<file path="config.mk">
export PLATFORM = sky130hd
export DESIGN_NAME = sprite_animator_flat
export DESIGN_NICKNAME = d
export VERILOG_FILES = /design/src/rtl/sprite_animator_if.sv /design/src/rtl/sprite_animator.sv /design/src/flat_wrapper.sv
export SDC_FILE = /design/constraint.sdc
export NUM_CORES = 1
export LEC_CHECK = 0
export ABC_CLOCK_PERIOD_IN_PS = 4800
export BUFFER_PORTS_ARGS = -buffer_cell sky130_fd_sc_hd__buf_2
export CAP_MARGIN = 20
export CORE_UTILIZATION = 25
export DETAILED_ROUTE_END_ITERATION = 7
export GPL_ROUTABILITY_DRIVEN = 0
export PLACE_DENSITY = 0.48
export SETUP_SLACK_MARGIN = 0.3
export SLEW_MARGIN = 15
export SYNTH_ARGS = -nofsm -noshare
export SYNTH_HDL_FRONTEND = slang
export SYNTH_SLANG_ARGS = --single-unit
</file>
<file path="constraint.sdc">
create_clock -name vga_clk -period 4.8 [get_ports vga_clk]
set_input_delay 0.72 -clock vga_clk [delete_from_list [all_inputs] [get_ports vga_clk]]
set_output_delay 0.72 -clock vga_clk [all_outputs]
set_load 0.005 [all_outputs]
</file>
<file path="src/rtl/sprite_animator_if.sv">
// Memory-side bus of the sprite animator: sprite ROM address/data and the
// palette lookup (index out, RGB back). The sprite drives the master side;
// the ROM and palette sit on the slave side.
interface sprite_animator_if #(
  parameter int ADDR_W = 11,
  parameter int IDX_W  = 4
);
  logic [ADDR_W-1:0] rom_addr;
  logic [IDX_W-1:0]  rom_data;
  logic [IDX_W-1:0]  pal_idx;
  logic [3:0]        pal_r;
  logic [3:0]        pal_g;
  logic [3:0]        pal_b;

  modport master (
    output rom_addr,
    output pal_idx,
    input  rom_data,
    input  pal_r,
    input  pal_g,
    input  pal_b
  );

  modport slave (
    input  rom_addr,
    input  pal_idx,
    output rom_data,
    output pal_r,
    output pal_g,
    output pal_b
  );
endinterface

</file>
<file path="src/rtl/sprite_animator.sv">
// sprite_animator: animated sprite layer for the video path.
// Latches the sprite position once per video frame, addresses a multi-frame
// sprite ROM from the beam position, drops transparent pixels and registers
// RGB + active for the layer compositor (2-cycle pixel latency). An
// IDLE/PLAY/DONE sequencer steps animation frames every ANIM_DIV frame_ticks.
// Optional feature macro: SPRITE_FLIP_EN (adds flip_h, horizontal mirroring).
module sprite_animator #(
  parameter int CHAR_W     = 20,
  parameter int CHAR_H     = 20,
  parameter int NUM_FRAMES = 4,
  parameter int ANIM_DIV   = 8,
  parameter int IDX_W      = 4,
  parameter int ADDR_W     = 11,
  parameter int TRANSP_IDX = 0,
  localparam int FRAME_W   = (NUM_FRAMES > 1) ? $clog2(NUM_FRAMES) : 1
) (
  input  logic               vga_clk,
  input  logic               reset_n,
  input  logic [9:0]         DrawX,
  input  logic [9:0]         DrawY,
  input  logic [9:0]         CharX,
  input  logic [9:0]         CharY,
  input  logic               blank,
  input  logic               frame_tick,
  input  logic               start,
  input  logic               stop,
  input  logic               oneshot,
`ifdef SPRITE_FLIP_EN
  input  logic               flip_h,
`endif
  sprite_animator_if.master  mem,
  output logic [3:0]         red_out,
  output logic [3:0]         green_out,
  output logic [3:0]         blue_out,
  output logic               active,
  output logic [FRAME_W-1:0] anim_frame,
  output logic               busy,
  output logic               done
);

  localparam int DIV_W = (ANIM_DIV > 1) ? $clog2(ANIM_DIV) : 1;
  localparam logic [FRAME_W-1:0] LAST_FRAME = FRAME_W'(NUM_FRAMES - 1);
  localparam logic [DIV_W-1:0]   DIV_LAST   = DIV_W'(ANIM_DIV - 1);

  typedef enum logic [1:0] {
    S_IDLE = 2'd0,
    S_PLAY = 2'd1,
    S_DONE = 2'd2
  } state_t;

  state_t             state_q;
  logic [FRAME_W-1:0] frame_q;
  logic [DIV_W-1:0]   div_q;
  logic               oneshot_q;
  logic               done_q;
  logic [FRAME_W-1:0] frame_step_d;

  logic [9:0]  pos_x_q;
  logic [9:0]  pos_y_q;
  logic        hit;
  logic        hit_q;
  logic [9:0]  sx;
  logic [9:0]  sy;
  logic [9:0]  sx_eff;
  logic [10:0] x_end;
  logic [10:0] y_end;

  logic [3:0]  red_q;
  logic [3:0]  green_q;
  logic [3:0]  blue_q;
  logic        active_q;

  // Latch the sprite position only at the frame boundary so a mid-frame
  // CharX/CharY change cannot tear the image.
  always_ff @(posedge vga_clk or negedge reset_n) begin
    if (!reset_n) begin
      pos_x_q <= '0;
      pos_y_q <= '0;
    end else if (frame_tick) begin
      pos_x_q <= CharX;
      pos_y_q <= CharY;
    end
  end

  // Hit test in 11 bits so a box hanging past column/row 1023 does not wrap,
  // and the ROM address of the pixel under the beam.
  always_comb begin
    x_end  = {1'b0, pos_x_q} + 11'(CHAR_W);
    y_end  = {1'b0, pos_y_q} + 11'(CHAR_H);
    hit    = blank
          && ({1'b0, DrawX} >= {1'b0, pos_x_q}) && ({1'b0, DrawX} < x_end)
          && ({1'b0, DrawY} >= {1'b0, pos_y_q}) && ({1'b0, DrawY} < y_end);
    sx     = DrawX - pos_x_q;
    sy     = DrawY - pos_y_q;
    sx_eff = sx;
`ifdef SPRITE_FLIP_EN
    if (flip_h) begin
      sx_eff = 10'(CHAR_W - 1) - sx;
    end
`endif
    mem.rom_addr = ADDR_W'(frame_q) * ADDR_W'(CHAR_W * CHAR_H)
                 + ADDR_W'(sy) * ADDR_W'(CHAR_W)
                 + ADDR_W'(sx_eff);
  end

  assign mem.pal_idx = mem.rom_data;

  // Pixel pipeline: hit is delayed to line up with the synchronous ROM data,
  // then the palette colour is registered for opaque hits only.
  always_ff @(posedge vga_clk or negedge reset_n) begin
    if (!reset_n) begin
      hit_q    <= 1'b0;
      red_q    <= '0;
      green_q  <= '0;
      blue_q   <= '0;
      active_q <= 1'b0;
    end else begin
      hit_q <= hit;
      if (hit_q && (mem.rom_data != IDX_W'(TRANSP_IDX))) begin
        red_q    <= mem.pal_r;
        green_q  <= mem.pal_g;
        blue_q   <= mem.pal_b;
        active_q <= 1'b1;
      end else begin
        red_q    <= '0;
        green_q  <= '0;
        blue_q   <= '0;
        active_q <= 1'b0;
      end
    end
  end

  // Frame reached by the next animation step: loops wrap, a oneshot parks on
  // the last frame.
  always_comb begin
    if (frame_q == LAST_FRAME) begin
      frame_step_d = oneshot_q ? LAST_FRAME : '0;
    end else begin
      frame_step_d = frame_q + FRAME_W'(1);
    end
  end

  // Animation sequencer. stop beats start beats a frame_tick step. A oneshot
  // finishes as soon as a step lands on the last frame (for a single-frame
  // sprite that is the very first step).
  always_ff @(posedge vga_clk or negedge reset_n) begin
    if (!reset_n) begin
      state_q   <= S_IDLE;
      frame_q   <= '0;
      div_q     <= '0;
      oneshot_q <= 1'b0;
      done_q    <= 1'b0;
    end else begin
      done_q <= 1'b0;
      if (stop) begin
        state_q <= S_IDLE;
      end else if (start) begin
        state_q   <= S_PLAY;
        frame_q   <= '0;
        div_q     <= '0;
        oneshot_q <= oneshot;
      end else begin
        case (state_q)
          S_PLAY: begin
            if (frame_tick) begin
              if (div_q == DIV_LAST) begin
                div_q   <= '0;
                frame_q <= frame_step_d;
                if (oneshot_q && (frame_step_d == LAST_FRAME)) begin
                  state_q <= S_DONE;
                  done_q  <= 1'b1;
                end
              end else begin
                div_q <= div_q + DIV_W'(1);
              end
            end
          end
          S_DONE:  state_q <= S_DONE;
          default: state_q <= S_IDLE;
        endcase
      end
    end
  end

  assign red_out    = red_q;
  assign green_out  = green_q;
  assign blue_out   = blue_q;
  assign active     = active_q;
  assign anim_frame = frame_q;
  assign busy       = (state_q == S_PLAY);
  assign done       = done_q;

endmodule

</file>
<file path="src/flat_wrapper.sv">
// flat-port wrapper written by rule: the top's interface ports become plain ports
module sprite_animator_flat 
#(
  parameter int CHAR_W     = 20,
  parameter int CHAR_H     = 20,
  parameter int NUM_FRAMES = 4,
  parameter int ANIM_DIV   = 8,
  parameter int IDX_W      = 4,
  parameter int ADDR_W     = 11,
  parameter int TRANSP_IDX = 0,
  localparam int FRAME_W   = (NUM_FRAMES > 1) ? $clog2(NUM_FRAMES) : 1
)
  (vga_clk, reset_n, DrawX, DrawY, CharX, CharY, blank, frame_tick, start, stop, oneshot, red_out, green_out, blue_out, active, anim_frame, busy, done, mem_rom_addr, mem_pal_idx, mem_rom_data, mem_pal_r, mem_pal_g, mem_pal_b);
  sprite_animator_if #(.ADDR_W(ADDR_W), .IDX_W(IDX_W)) mem_i ();
  input  logic vga_clk;
  input  logic reset_n;
  input  logic [9:0] DrawX;
  input  logic [9:0] DrawY;
  input  logic [9:0] CharX;
  input  logic [9:0] CharY;
  input  logic blank;
  input  logic frame_tick;
  input  logic start;
  input  logic stop;
  input  logic oneshot;
  output logic [3:0] red_out;
  output logic [3:0] green_out;
  output logic [3:0] blue_out;
  output logic active;
  output logic [FRAME_W-1:0] anim_frame;
  output logic busy;
  output logic done;
  output wire logic [$bits(mem_i.rom_addr)-1:0] mem_rom_addr;
  output wire logic [$bits(mem_i.pal_idx)-1:0] mem_pal_idx;
  input wire logic [$bits(mem_i.rom_data)-1:0] mem_rom_data;
  input wire logic [$bits(mem_i.pal_r)-1:0] mem_pal_r;
  input wire logic [$bits(mem_i.pal_g)-1:0] mem_pal_g;
  input wire logic [$bits(mem_i.pal_b)-1:0] mem_pal_b;
  assign mem_rom_addr = mem_i.rom_addr;
  assign mem_pal_idx = mem_i.pal_idx;
  assign mem_i.rom_data = mem_rom_data;
  assign mem_i.pal_r = mem_pal_r;
  assign mem_i.pal_g = mem_pal_g;
  assign mem_i.pal_b = mem_pal_b;
  sprite_animator #(.CHAR_W(CHAR_W), .CHAR_H(CHAR_H), .NUM_FRAMES(NUM_FRAMES), .ANIM_DIV(ANIM_DIV), .IDX_W(IDX_W), .ADDR_W(ADDR_W), .TRANSP_IDX(TRANSP_IDX)) u_core (.vga_clk(vga_clk), .reset_n(reset_n), .DrawX(DrawX), .DrawY(DrawY), .CharX(CharX), .CharY(CharY), .blank(blank), .frame_tick(frame_tick), .start(start), .stop(stop), .oneshot(oneshot), .mem(mem_i), .red_out(red_out), .green_out(green_out), .blue_out(blue_out), .active(active), .anim_frame(anim_frame), .busy(busy), .done(done));
endmodule
</file>
==> flow_metrics.env <==
export IMPL_status="complete, but fails checks"
export IMPL_drcViolationCount=8
export IMPL_synth_top_area_cell="dfrtp_1"
export IMPL_avgViaCountPerCell=4.60
export IMPL_max_freq_ghz=0.200
export IMPL_synth_top_cells_by_count="64 x ha_1, 54 x inv_1, 43 x dfrtp_1"
export IMPL_dp_hpwl_mm=7.71
export IMPL_wl_mm=10.3
export IMPL_final_cell_area_um2=5480
export IMPL_die_x_um=125
export IMPL_fin_cells=738
export IMPL_dp_cells=699
export IMPL_port_buffers=94
export IMPL_grt_usage_pct=13.6
export IMPL_leakage_nw=2.70
export IMPL_cp_max_fo=3
export IMPL_grt_pass1_wl_mm=16.7
export IMPL_yosysTopAreaCellShare_pct=28.5
export IMPL_yosysSeqAreaShare_pct=28.5
export IMPL_drt_first_iter_violations=137
export IMPL_min_path_type="primary input to asynchronous set/reset pin"
export IMPL_clockBufferDepth=2
export IMPL_r2r_slack_ns=-0.05
export IMPL_max_cap_violations=0
export IMPL_pin_count=95
export IMPL_placed_cell_area_um2=4690
export IMPL_clock_sinks=43
export IMPL_netlist_instances=412
export IMPL_ff2ff_path_depth=34
export IMPL_synth_nets=548
export IMPL_dp_slack_ns=-0.221
export IMPL_powerDensity_nw_per_um2=530
export IMPL_utilization_pct=37.4
export IMPL_violations="DRC, setup timing"
export IMPL_vias=3398
export IMPL_crit_chain="buf_8, inv_12, ha_4, inv_4, fa_2, nand3_4, nand2_4, xor2_4, ha_4, inv_2, fa_2, inv_2, a21o_1, a21oi_4, xor2_2, fa_2, xnor2_2, xnor2_1, xnor2_1, xnor3_1, xor2_1, buf_2"
export IMPL_hold_ws_ns=0.313
export IMPL_slowest_stage="fa_2"
export IMPL_path_class="primary input to output pin"
export IMPL_detail_route_antenna_nets=0
export IMPL_dieHeight_um=125
export IMPL_firstDrtPassIters=6
export IMPL_overflow=0
export IMPL_report_power_total_mw=2.91
export IMPL_initial_core_util_pct=25.8
export IMPL_holdBufCountCts=0
export IMPL_slew_headroom_pct=56.2
export IMPL_skew_ns=0.00592
export IMPL_fill_cells=1489
export IMPL_diodes=0
export IMPL_async_flop_share_pct=100
export IMPL_tightest_slew_ns=0.657
export IMPL_ir_worst_vdd_mv=0.279
export IMPL_synthDistinctLibCells=49
export IMPL_avgSynthCellArea_um2=9.16
export IMPL_finalCritPeriodShare_pct=104
export IMPL_ys_seq_elements=43
export IMPL_fin_crit_ns=5.00
export IMPL_r2r_end="u_core.hit_q"
export IMPL_grt_setup_unrepaired="true"
export IMPL_required_ns=4.08
export IMPL_grt_use_met1_pct=17.5
export IMPL_synthToLayoutAreaGrowth_pct=45.2
export IMPL_grtUsageMet2_pct=22.2
export IMPL_clock_latency_ns=0.30
export IMPL_die_area_um2=15600
export IMPL_htreeDepth=2
export IMPL_yosysWarnings=0
export IMPL_worst_slack_ns=-0.200
export IMPL_antenna_found_initial=0
export IMPL_nNetsFinal=689
export IMPL_cts_root_buffer="clkbuf_16"
export IMPL_grt_start_max_net_pins=44
export IMPL_synth_edff_count=0
export IMPL_slowest_delay_ns=0.41
export IMPL_clk_pin_slew_worst_paths_ns=0.06
export IMPL_synth_ff_type="dfrtp_1"
export IMPL_startpoint_type="primary input"
export IMPL_synth_area_leaders="dfrtp_1 29%, ha_1 21%, xnor2_1 5.6%, inv_1 5.4%, fa_1 4.8%"
export IMPL_r2r_start="u_core.pos_y_q[2]"
export IMPL_yosysMostFrequentCell="ha_1"
export IMPL_tns_ns=-0.483
export IMPL_syn_area_um2=3770
export IMPL_gr_usage_met3_pct=2.79
export IMPL_cts_tree="built"
export IMPL_setup_viol=4
export IMPL_rows=44
export IMPL_wl_per_cell_um=14.0
export IMPL_busiest_layer="met2"
export IMPL_cts_inserted_buffers=5
export IMPL_cpMostUsedCell="fa_2"
export IMPL_cp_data_arrival_time_ns=4.28
export IMPL_hold_viol=0
export IMPL_maxSlewViolCount=0
export IMPL_layout_drive_gt1_share_pct=38.3
export IMPL_crit_path_end_kind="output pin"
export IMPL_core_area_um2=14600
export IMPL_grt_pass1_vias=3415
-- worst max-delay path by stage --
stage / slack [ns] / cells after the start / endpoint / from
2_1_floorplan: 0.22 / 20 / mem_rom_addr[10] / DrawY[0]
3_3_place_gp: -0.19 / 22 / mem_rom_addr[10] / DrawY[0]
3_5_place_dp: -0.22 / 21 / mem_rom_addr[10] / DrawY[0]
4_1_cts: -0.17 / 22 / mem_rom_addr[10] / DrawY[0]
5_1_grt: -0.39 / 22 / mem_rom_addr[10] / DrawY[0]
6_report: -0.20 / 22 / mem_rom_addr[10] / DrawY[0]
-- logic make-up after synthesis --
family,count (synthesis),share of synthesized area [%]
adder cells (fa/ha/maj),73,26.0
AND/OR/NAND/NOR,85,11.4
buffers and inverters,65,6.86
multiplexers,4,1.19
flip-flops,43,28.5
AO/OA/AOI/OAI,105,17.1
XOR/XNOR,37,8.95
-- power breakdown --
part | switching (mW) | leakage (nW) | internal, mW
Combinational | 0.926 | 2.06 | 1.17
Sequential | 0.0203 | 0.556 | 0.390
Clock | 0.152 | 0.0838 | 0.245
-- worst max-delay path, delay by kind of cell --
family | cells | cell delay, ns
adders and majority gates | 5 | 1.60
and+or+nand+nor | 2 | 0.19
xor gates and xnor gates | 7 | 1.18
AOI/OAI and AO/OA | 2 | 0.20
buffers and inverters | 6 | 0.40
-- layout make-up --
cell class / instances / area, um^2 / area share (%)
Clock buffer: 5 / 125 / 2.28
Clock inverter: 3 / 43.8 / 0.799
Inverter: 54 / 218 / 3.97
Multi-Input combinational cell: 304 / 2830 / 51.5
Sequential cell: 43 / 1080 / 19.6
Tap cell: 184 / 230 / 4.20
Timing Repair Buffer: 145 / 965 / 17.6
-- cell usage in the layout, fill, tap and decap left out, drive strengths merged, types with 2 or more instances in the layout --
cell type,netlist,routed
and2,12,12
dfrtp,43,43
nor3,5,5
xnor2,24,24
o21ai,40,40
clkbuf,6,5
nor2,11,11
buf,5,145
nor2b,5,5
clkinv,0,2
a21boi,2,2
inv,54,54
nor4,4,4
nand2b,5,5
xor2,12,12
nor4b,3,3
ha,64,64
a21oi,30,30
o21a,5,5
a21o,6,6
nand4,2,2
o21bai,4,4
nand2,30,30
mux2,4,4
a22o,2,2
o2111ai,3,3
nand3,4,4
fa,9,9
-- flip-flops by register name (all words and copies together) (netlist names), 2 cells and up --
name	flops
u_core.div_q	3
u_core.pos_x_q	10
u_core.state_q	2
u_core.green_out	4
u_core.blue_out	4
u_core.pos_y_q	10
u_core.red_out	4
u_core.anim_frame	2
-- metal layers --
metal | share of wire, % | wire length [um]
met1 | 46 | 4800
met2 | 47 | 4890
met3 | 4.4 | 452
met4 | 1.8 | 184
met5 | 0 | 0
-- repair_timing --
action | 4_1_cts | 5_1_grt
gates resized for setup | 24 | 43
pin swaps | 27 | 20
endpoints found under the setup margin | 5 | 6
endpoints found under the hold margin | 0 | 0
setup buffers | 29 | 1
(Power assumes the default switching activity.)
